**config.mk**
```make
export PLATFORM = sky130hd
export DESIGN_NAME = a1csa_pipe
export DESIGN_NICKNAME = d
export VERILOG_FILES = /design/src/rtl/a1csa_pipe.sv
export SDC_FILE = /design/constraint.sdc
export NUM_CORES = 1
export LEC_CHECK = 0
export BUFFER_PORTS_ARGS = -buffer_cell sky130_fd_sc_hd__buf_4
export CAP_MARGIN = 20
export CORE_MARGIN = 2
export CORE_UTILIZATION = 52
export DETAILED_ROUTE_END_ITERATION = 16
export PLACE_DENSITY_LB_ADDON = 0.3
export SLEW_MARGIN = 20
export SYNTH_ARGS = -nofsm -noshare
export SYNTH_HDL_FRONTEND = slang
export SYNTH_SLANG_ARGS = --single-unit
```
**constraint.sdc**
```tcl
create_clock -name clk -period 7 [get_ports clk]
set_input_delay 1.4 -clock clk [delete_from_list [all_inputs] [get_ports clk]]
set_output_delay 1.4 -clock clk [all_outputs]
set_load 0.01 [all_outputs]
```
**src/rtl/a1csa_pipe.sv**
```systemverilog
// Two-stage pipelined add-one carry-select adder/subtractor with valid/ready flow control.
// Define A1CSA_PIPE_OVF_EN to add the signed-overflow output ovf.
module a1csa_pipe #(
  parameter int unsigned WIDTH = 64,
  parameter int unsigned BLK   = 4
) (
  input  logic             clk,
  input  logic             rst,
  input  logic             in_valid,
  output logic             in_ready,
  input  logic             sub,
  input  logic             cin,
  input  logic [WIDTH-1:0] a,
  input  logic [WIDTH-1:0] b,
  output logic             out_valid,
  input  logic             out_ready,
  output logic [WIDTH-1:0] s,
  output logic             cout
`ifdef A1CSA_PIPE_OVF_EN
  ,
  output logic             ovf
`endif
);

  localparam int unsigned NB = WIDTH / BLK;

  if (((WIDTH % BLK) != 0) || (WIDTH < 2 * BLK)) begin : g_param_check
    $error("a1csa_pipe: WIDTH must be a multiple of BLK and at least 2*BLK");
  end

  logic adv1, adv2;
  logic v1_q, v2_q;

  assign adv2     = !v2_q || out_ready;
  assign adv1     = !v1_q || adv2;
  assign in_ready = adv1;

  // Stage 1: independent per-block sums; only block 0 sees the real carry-in.
  logic [WIDTH-1:0] bx;
  logic             c0;
  logic [BLK:0]     blk_sum;
  logic [WIDTH-1:0] s0_d, s0_q;
  logic [NB-1:0]    gen_d, gen_q, prop_d, prop_q;

  assign bx = sub ? ~b : b;
  assign c0 = sub | cin;

  always_comb begin
    s0_d    = '0;
    gen_d   = '0;
    prop_d  = '0;
    blk_sum = '0;
    for (int unsigned k = 0; k < NB; k++) begin
      blk_sum = {1'b0, a[k*BLK +: BLK]} + {1'b0, bx[k*BLK +: BLK]}
              + {{BLK{1'b0}}, (k == 0) ? c0 : 1'b0};
      s0_d[k*BLK +: BLK] = blk_sum[BLK-1:0];
      gen_d[k]           = blk_sum[BLK];
      prop_d[k]          = &blk_sum[BLK-1:0];
    end
  end

  always_ff @(posedge clk) begin
    if (rst) begin
      v1_q   <= 1'b0;
      s0_q   <= '0;
      gen_q  <= '0;
      prop_q <= '0;
    end else if (adv1) begin
      v1_q <= in_valid;
      if (in_valid) begin
        s0_q   <= s0_d;
        gen_q  <= gen_d;
        prop_q <= prop_d;
      end
    end
  end

  // Stage 2: resolve block carries, add one to every block whose select is set.
  logic [WIDTH-1:0] sum_d;
  logic             sel;
  logic             cout_d;

  always_comb begin
    sum_d  = '0;
    sel    = 1'b0;
    for (int unsigned k = 0; k < NB; k++) begin
      sum_d[k*BLK +: BLK] = sel ? (s0_q[k*BLK +: BLK] + BLK'(1)) : s0_q[k*BLK +: BLK];
      sel                 = gen_q[k] | (prop_q[k] & sel);
    end
    cout_d = sel;
  end

  logic [WIDTH-1:0] s_q;
  logic             cout_q;

  always_ff @(posedge clk) begin
    if (rst) begin
      v2_q   <= 1'b0;
      s_q    <= '0;
      cout_q <= 1'b0;
    end else if (adv2) begin
      v2_q <= v1_q;
      if (v1_q) begin
        s_q    <= sum_d;
        cout_q <= cout_d;
      end
    end
  end

  assign out_valid = v2_q;
  assign s         = s_q;
  assign cout      = cout_q;

`ifdef A1CSA_PIPE_OVF_EN
  logic a_msb_q, bx_msb_q, ovf_q;

  always_ff @(posedge clk) begin
    if (rst) begin
      a_msb_q  <= 1'b0;
      bx_msb_q <= 1'b0;
    end else if (adv1 && in_valid) begin
      a_msb_q  <= a[WIDTH-1];
      bx_msb_q <= bx[WIDTH-1];
    end
  end

  always_ff @(posedge clk) begin
    if (rst) begin
      ovf_q <= 1'b0;
    end else if (adv2 && v1_q) begin
      ovf_q <= (a_msb_q == bx_msb_q) && (sum_d[WIDTH-1] != a_msb_q);
    end
  end

  assign ovf = ovf_q;
`endif

endmodule
```
# After elaboration in Yosys (flattened, before gate mapping)
# Index checks and enable logic that the tools add are counted.
[word_totals]
in_bits = 134
ff_bits = 163
elab_cells = 109
out_inout_bits = 67
[classes]
n_reduce_logical = 22
n_addsub = 32
n_mux = 16
bitwise = 32
[ops]
columns = ["operator", "n"]
rows = [
  ["4-bit by 4-bit adder with 5-bit output", 16],
  ["64-bit 2-to-1 mux", 1],
  ["64-bit inverter", 1],
  ["4-bit AND reduction", 16],
  ["4-bit by 1-bit adder with 4-bit output (second input constant)", 15],
  ["4-bit 2-to-1 mux", 15],
  ["1-bit bitwise OR", 16],
  ["1-bit bitwise AND", 15],
  ["5-bit by 1-bit adder with 5-bit output", 1],
  ["2-bit AND reduction", 2],
  ["1-bit zero test", 2],
  ["1-bit logical OR", 2],
]

# Depth between registers and ports, before layout
[logic_depth]
depth_word = 30
depth_mapped = 11

# Worst setup path after synthesis
# No wires, ideal clock.
[synth_timing]
kind = "input port to flip-flop"
start = "in sub"
end = "reg gen_q[0]"
setup_time_ns = 0.065
t_arrival_ns = 3.564
setup_slack_ns = 3.371
t_required_ns = 6.935
cell_stages = 10
n_path_buf = 2
cell_sequence = "clkbuf_1 -> buf_1 -> xnor2_1 -> fa_1 -> fa_1 -> nor2b_1 -> o21ai_0 -> nand2_1 -> o22ai_1 -> nor2_1"
[synth_via]
elab_chain_cells = 3
[synth_rtl]
columns = ["element", "line_no", "source"]
rows = [
  ["from (decl)", "11", "input logic sub,"],
  ["64-bit 2-to-1 mux", "45", "assign bx = sub ? ~b : b;"],
  ["4-bit by 4-bit adder with 5-bit output", "54", "blk_sum = {1'b0, a[k*BLK +: BLK]} + {1'b0, bx[k*BLK +: BLK]}"],
  ["5-bit by 1-bit adder with 5-bit output (*)", "55", "+ {{BLK{1'b0}}, (k == 0) ? c0 : 1'b0};"],
  ["to (signal assigned)", "72", "gen_q <= gen_d;"],
  ["to (decl)", "43", "logic [NB-1:0] gen_d, gen_q, prop_d, prop_q;"],
]
# Mark *: on every way between the ends. The rest lies on a longest branch, timed or not.
# A chain may end at the register's enable or synchronous reset.

# Final worst setup path
[layout_timing]
start = "in out_ready"
end = "out in_ready"
[layout_via]
elab_chain_cells = 2
[layout_rtl]
columns = ["element", "line_no", "source"]
rows = [
  ["from (decl)", "16", "input logic out_ready,"],
  ["1-bit logical OR", "34", "assign adv2 = !v2_q || out_ready;"],
  ["1-bit logical OR", "35", "assign adv1 = !v1_q || adv2;"],
  ["to (decl)", "10", "output logic in_ready,"],
]
# No other way between the ends.

==> impl_metrics.toml <==
[outcome]
outcome = "finished, final reports clean"

[synth]
postSynth.asyncResetShare = 0
synth_area_per_cell_um2 = 8.57
flops_latches_synth = 162
syn-instance-count = 1112
synth.top_cells.by_count = "sky130_fd_sc_hd__dfxtp_1 (162), sky130_fd_sc_hd__nor2_1 (138), sky130_fd_sc_hd__nand2_1 (118), sky130_fd_sc_hd__a21oi_1 (103), sky130_fd_sc_hd__xor2_1 (88)"
postSynthNetCount = 1341
synth_top_cells_by_area = "sky130_fd_sc_hd__dfxtp_1 (34%), sky130_fd_sc_hd__ha_1 (10%), sky130_fd_sc_hd__xor2_1 (8.1%)"
sequential_area_share_after_synthesis = 0.340
synth-edff-count = 0
synth_top_area_cell = "sky130_fd_sc_hd__dfxtp_1"
most_repeated_cell_in_the_gate_level_netlist_after_synthesis = "sky130_fd_sc_hd__dfxtp_1"
synth_cell_types = 61
yosys.area.top_type_share = 0.340
netlist_area_mm2 = 0.00953
synth_ff_type = "sky130_fd_sc_hd__dfxtp_1"
synthesis.yosys.warnings = 0

[power]
peakVddDrop_mv = 0.178
power_leakage_uw = 0.00513
total_power_of_the_final_layout_uw = 2710
pwr_density_cell_mw_per_mm2 = 231

[clocking]
resized_cells_post_cts = 0
cts.sink_count = 162
cts_buffer_depth = 2
ctsRootBufferMaster = "sky130_fd_sc_hd__clkbuf_16"
cts_buffers = 17
clk_slew_on_worst_s_h_paths_ns = 0.06
count_of_hold_buffers_inserted_by_post_cts_repair = 0
ctsHtreeMaxLevel = 4
post-cts-setup-buffer-count = 0
tritoncts = "yes"
worst_skew_pair.late_latency_ns = 0.43

[drt]
wl_per_cell_um = 15.6
drt_wl_total_mm = 23.6
dr_total_vias = 8222
via_density_per_instance = 5.43
ant_nets = 0
drt_iter0_markers = 544
route.detailed.drc = 0
drt_pre_antenna_iters = 5

[worst_setup_path]
cp_max_fo = 5
cp-startpoint = "out_ready"
crit_path_end_kind = "output port"
critical_path.slowest_cell = "sky130_fd_sc_hd__nor2b_1"
regToRegStartpoint = "gen_q[0]"
worst-endpoint-arrival_ns = 2.20
crit_path_frequent_cell = "sky130_fd_sc_hd__buf_4"
cp_num_buf_inv = 2
critPathMaxStageDelay_ns = 0.34
timing.critical_path.from_type = "primary input"
path_class = "in2out"
cells_along_the_critical_path = "buf_4 > nor2b_1 > nand2_1 > buf_4"
path_delay_family = "simple AND/OR/NAND/NOR gates"
critPathRequiredTime_ns = 5.60

[floorplan]
core.rowCount = 49
fp.dieArea_mm2 = 0.0194
pin_count = 201
fp.dieH_um = 139
chipWidth_um = 139
design.core.area_mm2 = 0.0180
start_util = 0.531

[timing]
finalHoldWorstSlack_ns = 0.456
grt_setup_unrepaired = "no"
layout_min_cycle_time_ns = 3.60
slew_headroom = 0.333
min_period_over_period = 0.514
hold_viol = 0
timing.fmax_ghz = 0.278
worst_clock_skew_ns = 0.00743
final_max_slew_viol_count = 0
timing.final.setup_violations = 0
slew_of_the_pin_with_the_lowest_slew_margin_ns = 1.00
final_layout_setup_total_negative_slack_ns = 0

[grt]
pin_count_of_the_biggest_net_entering_global_routing = 96
groute.usage.overall = 0.243
grt_pass1_wl_mm = 38.6
first_global_vias = 7541
grt_antenna_before_repair = 0
grt.overflow.total = 0

[cells_and_area]
synthToLayoutAreaGrowth_pct = 23.1
design.final.nets = 1501
num-fill-cells = 1569
post_layout_nonfiller_instances = 1514
post_route_cells_drive_above_1_share = 0.207
final-seq-area_mm2 = 0.00324
antenna_cells = 0
multi_input_area_mm2 = 0.00591
final_core_util = 0.653

[worst_hold_path]
hold_wc_startpoint = "s[0]"
min_path_type = "reg2reg"

[placed_design]
place_inst = 1482
port_buffers = 200
place_hpwl_mm = 17.8
place_congestion = 0.897

[flow_run]
number_of_max_capacitance_violations_reported = 0
## placed cells by master, fill, tap and decap left out, types with 3 or more instances in the layout
cell,instances
sky130_fd_sc_hd__buf_4,205
sky130_fd_sc_hd__dfxtp_1,162
sky130_fd_sc_hd__nor2_1,138
sky130_fd_sc_hd__nand2_1,117
sky130_fd_sc_hd__a21oi_1,103
sky130_fd_sc_hd__xor2_1,88
sky130_fd_sc_hd__ha_1,78
sky130_fd_sc_hd__a211oi_1,54
sky130_fd_sc_hd__xnor2_1,38
sky130_fd_sc_hd__inv_1,36
sky130_fd_sc_hd__o21ai_0,23
sky130_fd_sc_hd__a21o_1,19
sky130_fd_sc_hd__nor3_1,18
sky130_fd_sc_hd__fa_1,17
sky130_fd_sc_hd__clkbuf_16,17
sky130_fd_sc_hd__o22ai_1,15
sky130_fd_sc_hd__nand3b_1,14
sky130_fd_sc_hd__mux2i_1,13
sky130_fd_sc_hd__nor2b_1,12
sky130_fd_sc_hd__nand3_1,11
sky130_fd_sc_hd__nor4_1,10
sky130_fd_sc_hd__a311oi_1,9
sky130_fd_sc_hd__nand4_1,8
sky130_fd_sc_hd__or3_1,6
sky130_fd_sc_hd__and3_1,4
sky130_fd_sc_hd__a21oi_4,3
sky130_fd_sc_hd__a21oi_2,3
sky130_fd_sc_hd__o21a_1,3
sky130_fd_sc_hd__inv_6,3
sky130_fd_sc_hd__bufinv_16,3
sky130_fd_sc_hd__clkinv_2,3
## through the flow
step	setup WS (ns)	cell area, um2
2_1_floorplan	3.37	9530
3_3_place_gp	3.19	11100
3_5_place_dp	3.11	11100
4_1_cts	3.40	11700
5_1_grt	3.33	11700
6_report	3.40	11700
## path summary, 6_finish.rpt
| kind | slack (ns) | depth (start not counted) | end |
|---|---|---|---|
| max | 3.40 | 4 | in_ready |
| min | 0.46 | 2 | s[0] |
| max reg2reg | 4.51 | 6 | s[55] |
| min reg2reg | 0.46 | 2 | s[0] |
## layout make-up
type                    count  share of cell area
clock buffers              18              0.0374
clock inverters            14              0.0149
inverters                  36              0.0115
multi-input cells         850               0.504
flip-flops and latches    162               0.276
well taps                 229              0.0244
repair buffers            205               0.131
## layer usage
metal	up-vias	global-route usage	part of all wire
met5	-	0	0
met4	0	0.0558	0.011
met3	23	0.0437	0.064
met2	287	0.335	0.41
met1	3720	0.387	0.52
li1	4192	-	-
## worst reg2reg max path: cells and delay by family, from the launching register on
kind	cells	cell delay, ns
AO/OA/AOI/OAI	4	1.17
AND/OR/NAND/NOR	2	0.71
flip-flops	1	0.52
## cells by family after synthesis
group,Yosys count,share of synthesized area
fa+ha+maj,95,0.138
buf+inv,100,0.0406
mux,13,0.0137
compound gates,257,0.180
xor+xnor,126,0.116
flops,162,0.340
simple gates,359,0.171
## flip-flops by register name, summed over array words and instances, names as in the netlist
name       cells
s             64
cout           1
v1_q           1
prop_q        15
gen_q         16
s0_q          64
out_valid      1
## where the power goes
part	internal (uW)	total [uW]	switching, uW
Clock	575	967	392
Combinational	308	673	365
Sequential	1000	1070	73.2
No activity file was read; power rests on OpenSTA's default activity.
